`src/rtl/commit_trace_buffer.sv`:
```
// Commit trace FIFO: captures retired instructions with a sequence number,
// flags dropped records on overflow and PC-chain discontinuities.
module commit_trace_buffer #(
  parameter int unsigned DEPTH = 8,
  parameter int unsigned SEQ_W = 32
) (
  input  logic                       clk,
  input  logic                       rst,
  input  logic                       commit,
  input  logic [31:0]                commit_instr,
  input  logic [63:0]                commit_pc,
  input  logic [63:0]                commit_pre_pc,
  input  logic                       clear,
  output logic                       trace_valid,
  input  logic                       trace_ready,
  output logic [31:0]                trace_instr,
  output logic [63:0]                trace_pc,
  output logic [63:0]                trace_npc,
  output logic [SEQ_W-1:0]           trace_seq,
  output logic [$clog2(DEPTH):0]     level,
  output logic                       overflow,
  output logic [15:0]                drop_cnt,
  output logic                       mismatch,
  output logic [63:0]                mismatch_pc
);

  localparam int unsigned AW = $clog2(DEPTH);
  localparam int unsigned LW = AW + 1;

  logic [31:0]      mem_instr [DEPTH];
  logic [63:0]      mem_pc    [DEPTH];
  logic [63:0]      mem_npc   [DEPTH];
  logic [SEQ_W-1:0] mem_seq   [DEPTH];

  logic [AW-1:0]    wr_ptr, rd_ptr;
  logic [SEQ_W-1:0] seq;
  logic [63:0]      exp_pc;
  logic             exp_valid;

  logic full, pop, push, drop, mismatch_now;

  always_comb begin
    full         = (level == LW'(DEPTH));
    pop          = trace_valid && trace_ready;
    push         = commit && (!full || pop);
    drop         = commit && full && !pop;
    mismatch_now = commit && exp_valid && (commit_pc != exp_pc);
  end

  assign trace_valid = (level != '0);
  assign trace_instr = mem_instr[rd_ptr];
  assign trace_pc    = mem_pc[rd_ptr];
  assign trace_npc   = mem_npc[rd_ptr];
  assign trace_seq   = mem_seq[rd_ptr];

  // Storage carries no reset: contents are don't-care until level covers them.
  always_ff @(posedge clk) begin
    if (push) begin
      mem_instr[wr_ptr] <= commit_instr;
      mem_pc[wr_ptr]    <= commit_pc;
      mem_npc[wr_ptr]   <= commit_pre_pc;
      mem_seq[wr_ptr]   <= seq;
    end
  end

  always_ff @(posedge clk or negedge rst) begin
    if (!rst) begin
      wr_ptr <= '0;
      rd_ptr <= '0;
      level  <= '0;
    end else begin
      if (push) wr_ptr <= wr_ptr + 1'b1;
      if (pop)  rd_ptr <= rd_ptr + 1'b1;
      case ({push, pop})
        2'b10:   level <= level + 1'b1;
        2'b01:   level <= level - 1'b1;
        default: level <= level;
      endcase
    end
  end

  always_ff @(posedge clk or negedge rst) begin
    if (!rst) begin
      seq       <= '0;
      exp_pc    <= '0;
      exp_valid <= 1'b0;
    end else if (commit) begin
      seq       <= seq + 1'b1;
      exp_pc    <= commit_pre_pc;
      exp_valid <= 1'b1;
    end
  end

  // Clear is applied first so a same-cycle drop or mismatch lands on top of it.
  always_ff @(posedge clk or negedge rst) begin
    if (!rst) begin
      overflow    <= 1'b0;
      drop_cnt    <= '0;
      mismatch    <= 1'b0;
      mismatch_pc <= '0;
    end else begin
      if (clear) begin
        overflow    <= 1'b0;
        drop_cnt    <= '0;
        mismatch    <= 1'b0;
        mismatch_pc <= '0;
      end
      if (drop) begin
        overflow <= 1'b1;
        if (clear)                  drop_cnt <= 16'd1;
        else if (drop_cnt != '1)    drop_cnt <= drop_cnt + 1'b1;
      end
      if (mismatch_now) begin
        mismatch <= 1'b1;
        if (!mismatch || clear) mismatch_pc <= commit_pc;
      end
    end
  end

endmodule

```
`config.mk`:
```
export PLATFORM = sky130hd
export DESIGN_NAME = commit_trace_buffer
export DESIGN_NICKNAME = d
export VERILOG_FILES = /design/src/rtl/commit_trace_buffer.sv
export SDC_FILE = /design/constraint.sdc
export NUM_CORES = 2
export LEC_CHECK = 0
export ABC_AREA = 0
export CORE_MARGIN = 2
export CORE_UTILIZATION = 30
export DETAILED_ROUTE_END_ITERATION = 10
export PLACE_DENSITY = 0.51
export SLEW_MARGIN = 20
export SYNTH_ARGS = -nofsm -noshare
export SYNTH_HDL_FRONTEND = slang
export SYNTH_SLANG_ARGS = --single-unit
```
`constraint.sdc`:
```
create_clock -name clk -period 19.5 [get_ports clk]
set_input_delay 2.925 -clock clk [delete_from_list [all_inputs] [get_ports clk]]
set_output_delay 2.925 -clock clk [all_outputs]
set_load 0.03 [all_outputs]
```
Yosys cells after proc, flatten, opt, wreduce, memory -nomap -nowiden
Memory sizes are Yosys's and may differ from the RTL's.
Cells that the tools add are included.
{"block": "classes", "add_sub_neg": 6, "eq_ne": 5, "mux": 13, "n_reduce_logical": 15}
{"operator": "two-way mux 64 bit", "count": 3}
{"operator": "two-way mux 16 bit", "count": 4}
{"operator": "!= test 64 bit", "count": 1}
{"operator": "adder 32 x 1 -> 32 bit, second input constant", "count": 1}
{"operator": "adder 16 x 1 -> 16 bit, second input constant", "count": 1}
{"operator": "!= test 16 bit, second input constant", "count": 1}
{"operator": "one-hot mux 4 bit (2 select lines)", "count": 1}
{"operator": "adder 3 x 1 -> 3 bit, second input constant", "count": 2}
{"operator": "logical AND 1 bit", "count": 6}
{"operator": "nonzero test 2 bit", "count": 3}
{"operator": "two-way mux 1 bit", "count": 5}
{"operator": "adder 4 x 1 -> 4 bit, second input constant", "count": 1}
{"operator": "== test 4 bit, second input constant", "count": 1}
{"operator": "nonzero test 4 bit", "count": 1}
{"operator": "subtractor 4 x 1 -> 4 bit, second input constant", "count": 1}
{"operator": "logical NOT 1 bit", "count": 3}
{"operator": "== test 2 x 1 -> 1 bit, second input constant", "count": 1}
{"operator": "== test 2 bit, second input constant", "count": 1}
{"operator": "logical OR 1 bit", "count": 2}
{"block": "word_totals", "reg_bits": 189, "ramBits": 1536, "input_bits": 165, "wordCells": 53, "memories": 4}
{"name": "mem_npc", "words": 8, "word_bits": 64, "rd": 1, "rd_ports_with_merged_regs": 0, "write_ports": 1, "line": "32", "rtl": "logic [63:0] mem_npc [DEPTH];"}
{"name": "mem_pc", "words": 8, "word_bits": 64, "rd": 1, "rd_ports_with_merged_regs": 0, "write_ports": 1, "line": "31", "rtl": "logic [63:0] mem_pc [DEPTH];"}
{"name": "mem_instr", "words": 8, "word_bits": 32, "rd": 1, "rd_ports_with_merged_regs": 0, "write_ports": 1, "line": "30", "rtl": "logic [31:0] mem_instr [DEPTH];"}
{"name": "mem_seq", "words": 8, "word_bits": 32, "rd": 1, "rd_ports_with_merged_regs": 0, "write_ports": 1, "line": "33", "rtl": "logic [SEQ_W-1:0] mem_seq [DEPTH];"}

Longest topological paths before layout
{"block": "depth", "word_depth": 6, "depth_mapped": 9, "ltp_nobuf": 9}

Least setup slack after synthesis
No wires, ideal clock.
{"block": "synth_timing", "kind": "input -> register", "startpoint": "in commit", "endpoint": "mem mem_instr[0][0] (enable)", "setup_ps": 979, "arrival_time_ps": 16382, "t_required_ps": 18521, "path_slack_ps": 2139, "path_stages": 4, "path_buffers": 1, "path_cell_list": "clkbuf_1 o21a_1 nand2b_1 nor3_1"}
{"block": "synth_between", "elab_chain_len": 3}
{"item": "start, declared", "line": "9", "rtl": "input logic commit,"}
{"item": "logical AND 1 bit", "line": "45", "rtl": "push = commit && (!full || pop);"}
{"item": "two-way mux 1 bit", "line": "58", "rtl": "if (push) begin"}
{"item": "two-way mux 1 bit (not written as such)", "line": "59", "rtl": "mem_instr[wr_ptr] <= commit_instr;"}
{"item": "end, declared", "line": "30"}
Every way passes these cells.

Worst setup path in the final report
{"block": "layout_timing", "startpoint": "reg rd_ptr[0]", "endpoint": "out trace_instr[3]"}
{"block": "layout_between", "elab_chain_len": 1}
{"item": "start, declared", "line": "35", "rtl": "logic [AW-1:0] wr_ptr, rd_ptr;"}
{"item": "start signal, assigned", "line": "73", "rtl": "if (pop) rd_ptr <= rd_ptr + 1'b1;"}
{"item": "memory read (8 x 32 bit)"}
{"item": "end, declared", "line": "16", "rtl": "output logic [31:0] trace_instr,"}
Every way passes these cells.

==> summary.md <==
| Metric | Value |
|---|---|
| Vias per inst | 4.78 |
| Synth Instances | 2914 |
| Largest net degree at the start of global routing | 113 |
| HP Class | reg -> reg |
| Die H | 473 µm |
| Post-synthesis instance area | 66000 µm² |
| GRT Total Usage | 0.159 |
| Tcrit/Tclk final | 0.447 |
| Final Util | 0.366 |
| Num CTS Buffers | 186 |
| DR WL/cell | 27.4 µm |
| H-tree levels | 4 |
| Starting DRT DRC Count | 2651 |
| TritonCTS Sinks | 1725 |
| Die width | 473 µm |
| CP Data Required Time | 16570 ps |
| Resized Gates After CTS | 0 |
| Power Density | 153 nW/µm² |
| Largest family of logic cells by synthesized area | multiplexers |
| CTS max path bufs | 3 |
| Reg clk slew, reported paths | 70 ps |
| Crit-path most repeated cell | buf_4 |
| Worst-skew pair later-pin latency | 830 ps |
| Vias in the first global route | 32799 |
| Final setup TNS | 0 ps |
| Ys async rst share | 0.110 |
| Row count | 172 |
| Total gr overflow | 0 |
| Worst EP arrival | 5790 ps |
| Synth Net Count | 3084 |
| Synth top area cells | edfxtp_1 70%, mux4_2 13%, dfrtp_1 7.2% |
| Cells on worst reg2reg path | 7 |
| VDD IR max | 0.000117 V |
| Post-DRT Antenna Nets | 0 |
| Post-synth EDFFs | 1536 |
| Top post-synthesis cells by count | 1536 x edfxtp_1, 384 x mux4_2, 323 x mux2_2 |
| Slew margin rel. | 0.260 |
| Cell variety after synth | 40 |
| Max FO, Critical Path | 46 |
| Compound-Gate Fraction of Synth Area | 0.00136 |
| Worst setup EP type | primary output |
| Beginning of the worst hold path | exp_valid |
| DRT Pass-1 Iters | 7 |
| Hold Fails Final Rpt | 0 |
| Adder-Cell Fraction of Synth Area | 0.000948 |
| Clock root buffer | clkbuf_16 |
| Max Cap Viol | 0 |
| FF+latch count, synth | 1725 |
| Initial Util | 0.301 |
| Buf+Inv Stages, Crit Path | 4 |
| Reg-to-reg startpoint | level[1] |
| Core region area | 219000 µm² |
| FF-to-FF End | mem_instr[4][14] |
| Mux share of post-synthesis cell area | 0.186 |
| CP Class | reg -> out |
| Hold buffer count at CTS | 0 |
| Worst setup SP type | flip-flop |
| Critical Path Max Stage Delay | 860 ps |
| Area of the die | 224000 µm² |
| Max Slew Vio Count | 0 |
| Worst Tran Pin Value | 1110 ps |
| Yosys synthesis warning count | 0 |
| Fraction of the mapped netlist area in simple logic gates | 0.0183 |
| Final Critical Period | 8720 ps |
| Number of I/O pins | 444 |
| Final Net Count | 3650 |
| Slowest cell on crit path | buf_4 |
| Area Growth Syn to Fin | 21.6% |
| Leakage | 25.8 nW |
| Gpl congestion | 0.718 |
| Setup Skew | 43.9 ps |
| Synth Area in XOR/XNOR | 0.0150 |
| Initial antenna violation count | 23 |
| CTS tree | built |
| Yosys top cell by area | edfxtp_1 |
| Flop2flop setup slack | 15240 ps |
| Sequential area share after synthesis | 0.770 |
| Final HPWL DP | 104000 µm |
| Crit path max-delay family | buffers and inverters |
| Final Setup Violations | 0 |
| Hold path depth | 1 |
| Mapped Avg Cell Area | 22.7 µm² |
| Fraction of layout cells with a size suffix above 1 | 0.292 |
| Crit-path cells | buf_4 -> buf_4 -> buf_4 -> mux4_2 -> mux2_2 -> clkdlybuf4s50_1 |
| Hold slack | 503 ps |
| Final wirelength | 179000 µm |
| Vias | 31152 |
| Number of setup buffers added after CTS | 0 |
| # DRC | 0 |
| Count leader, synth | edfxtp_1 |
| Share of the synthesized area in the top cell type | 0.699 |
| Synth Flop Type | edfxtp_1 |
| I/O Buffers | 443 |
| Worst hold endpoint | exp_valid |
| Max Freq | 115 MHz |
| RSZ-0062 raised after global routing | no |
| Status | complete, no violations |
| First-pass GRT wire length | 251000 µm |
## registers in the layout, indices dropped and copies added, names as in the netlist
name and cells:
level 4, overflow 1, mem_npc 512, mem_pc 512
mem_seq 256, seq 32, mem_instr 256, exp_pc 64
wr_ptr 3, mismatch_pc 64, exp_valid 1, drop_cnt 16
rd_ptr 3, mismatch 1
## final cells by class
cell class	count	area [µm²]
flip-flops and latches	1725	50900
multi-input cells	1052	14700
inverters	5	18.8
clock inverters	90	931
repair buffers	510	4990
clock buffers	260	5170
diodes	5	12.5
fillers	20028	139000
well taps	2871	3590
## metal layers
layer	global-route usage	up-vias	share of wire
met5	0	-	0.00019
met1	0.219	16906	0.45
li1	-	13200	-
met3	0.0319	258	0.050
met2	0.250	782	0.47
met4	0.0526	6	0.028
## cell usage in the layout (no fill, tap or decap), drive strengths merged, types with 65 or more instances in the layout
cell / n
clkinv: 70
xnor2: 97
clkdlybuf4s50: 440
dfrtp: 189
clkbuf: 260
buf: 70
nor2b: 65
mux4: 384
mux2: 323
edfxtp: 1536
## how the worst max path moves through the flow
stage / cells after the start / slack (ps) / end / start
6_report: 6 / 10780 / trace_instr[3] / rd_ptr[0]
5_1_grt: 6 / 10170 / trace_instr[25] / rd_ptr[0]
4_1_cts: 6 / 10420 / trace_instr[3] / rd_ptr[0]
3_5_place_dp: 6 / 11390 / trace_instr[3] / rd_ptr[0]
3_3_place_gp: 6 / 11420 / trace_instr[25] / rd_ptr[0]
2_1_floorplan: 4 / 2140 / mem_instr[0][0] / commit
## worst reg2reg max path, cell delays in order (launching register included)
cell and delay [ps]:
dfrtp_1 490, or3_4 200, o21a_1 190, nand2b_1 240, nor2_4 530, buf_4 640
buf_4 820, buf_4 730
## metrics by stage
step / instance area (µm²) / setup slack, ps / power [W] / std cells
5_1_grt: 80300 / 10170 / 0.0128 / 6517
2_1_floorplan: 66000 / 2140 / 0.00741 / 2914
6_report: 80300 / 10780 / 0.0123 / 6518
3_3_place_gp: 74200 / 11420 / 0.00897 / 6163
3_5_place_dp: 74200 / 11390 / 0.00898 / 6163
4_1_cts: 80300 / 10420 / 0.0125 / 6513
## cell families (layout without fill, tap and decap cells)
group	count (synthesis)	in the layout
AO/OA/AOI/OAI	15	15
XOR/XNOR	113	113
adder cells (fa/ha/maj)	5	5
buffers and inverters	137	865
flip-flops	1725	1725
multiplexers	707	707
other	0	5
AND/OR/NAND/NOR	212	212
## power by group
| part | internal, W | leakage [nW] | switching [W] |
|---|---|---|---|
| clock | 0.00200 | 2.94 | 0.00150 |
| sequential | 0.00450 | 16.4 | 0.000179 |
| combinational | 0.00180 | 6.55 | 0.00233 |
| total | 0.00829 | 25.8 | 0.00401 |
Note: power is estimated with default switching activity, not from simulation.
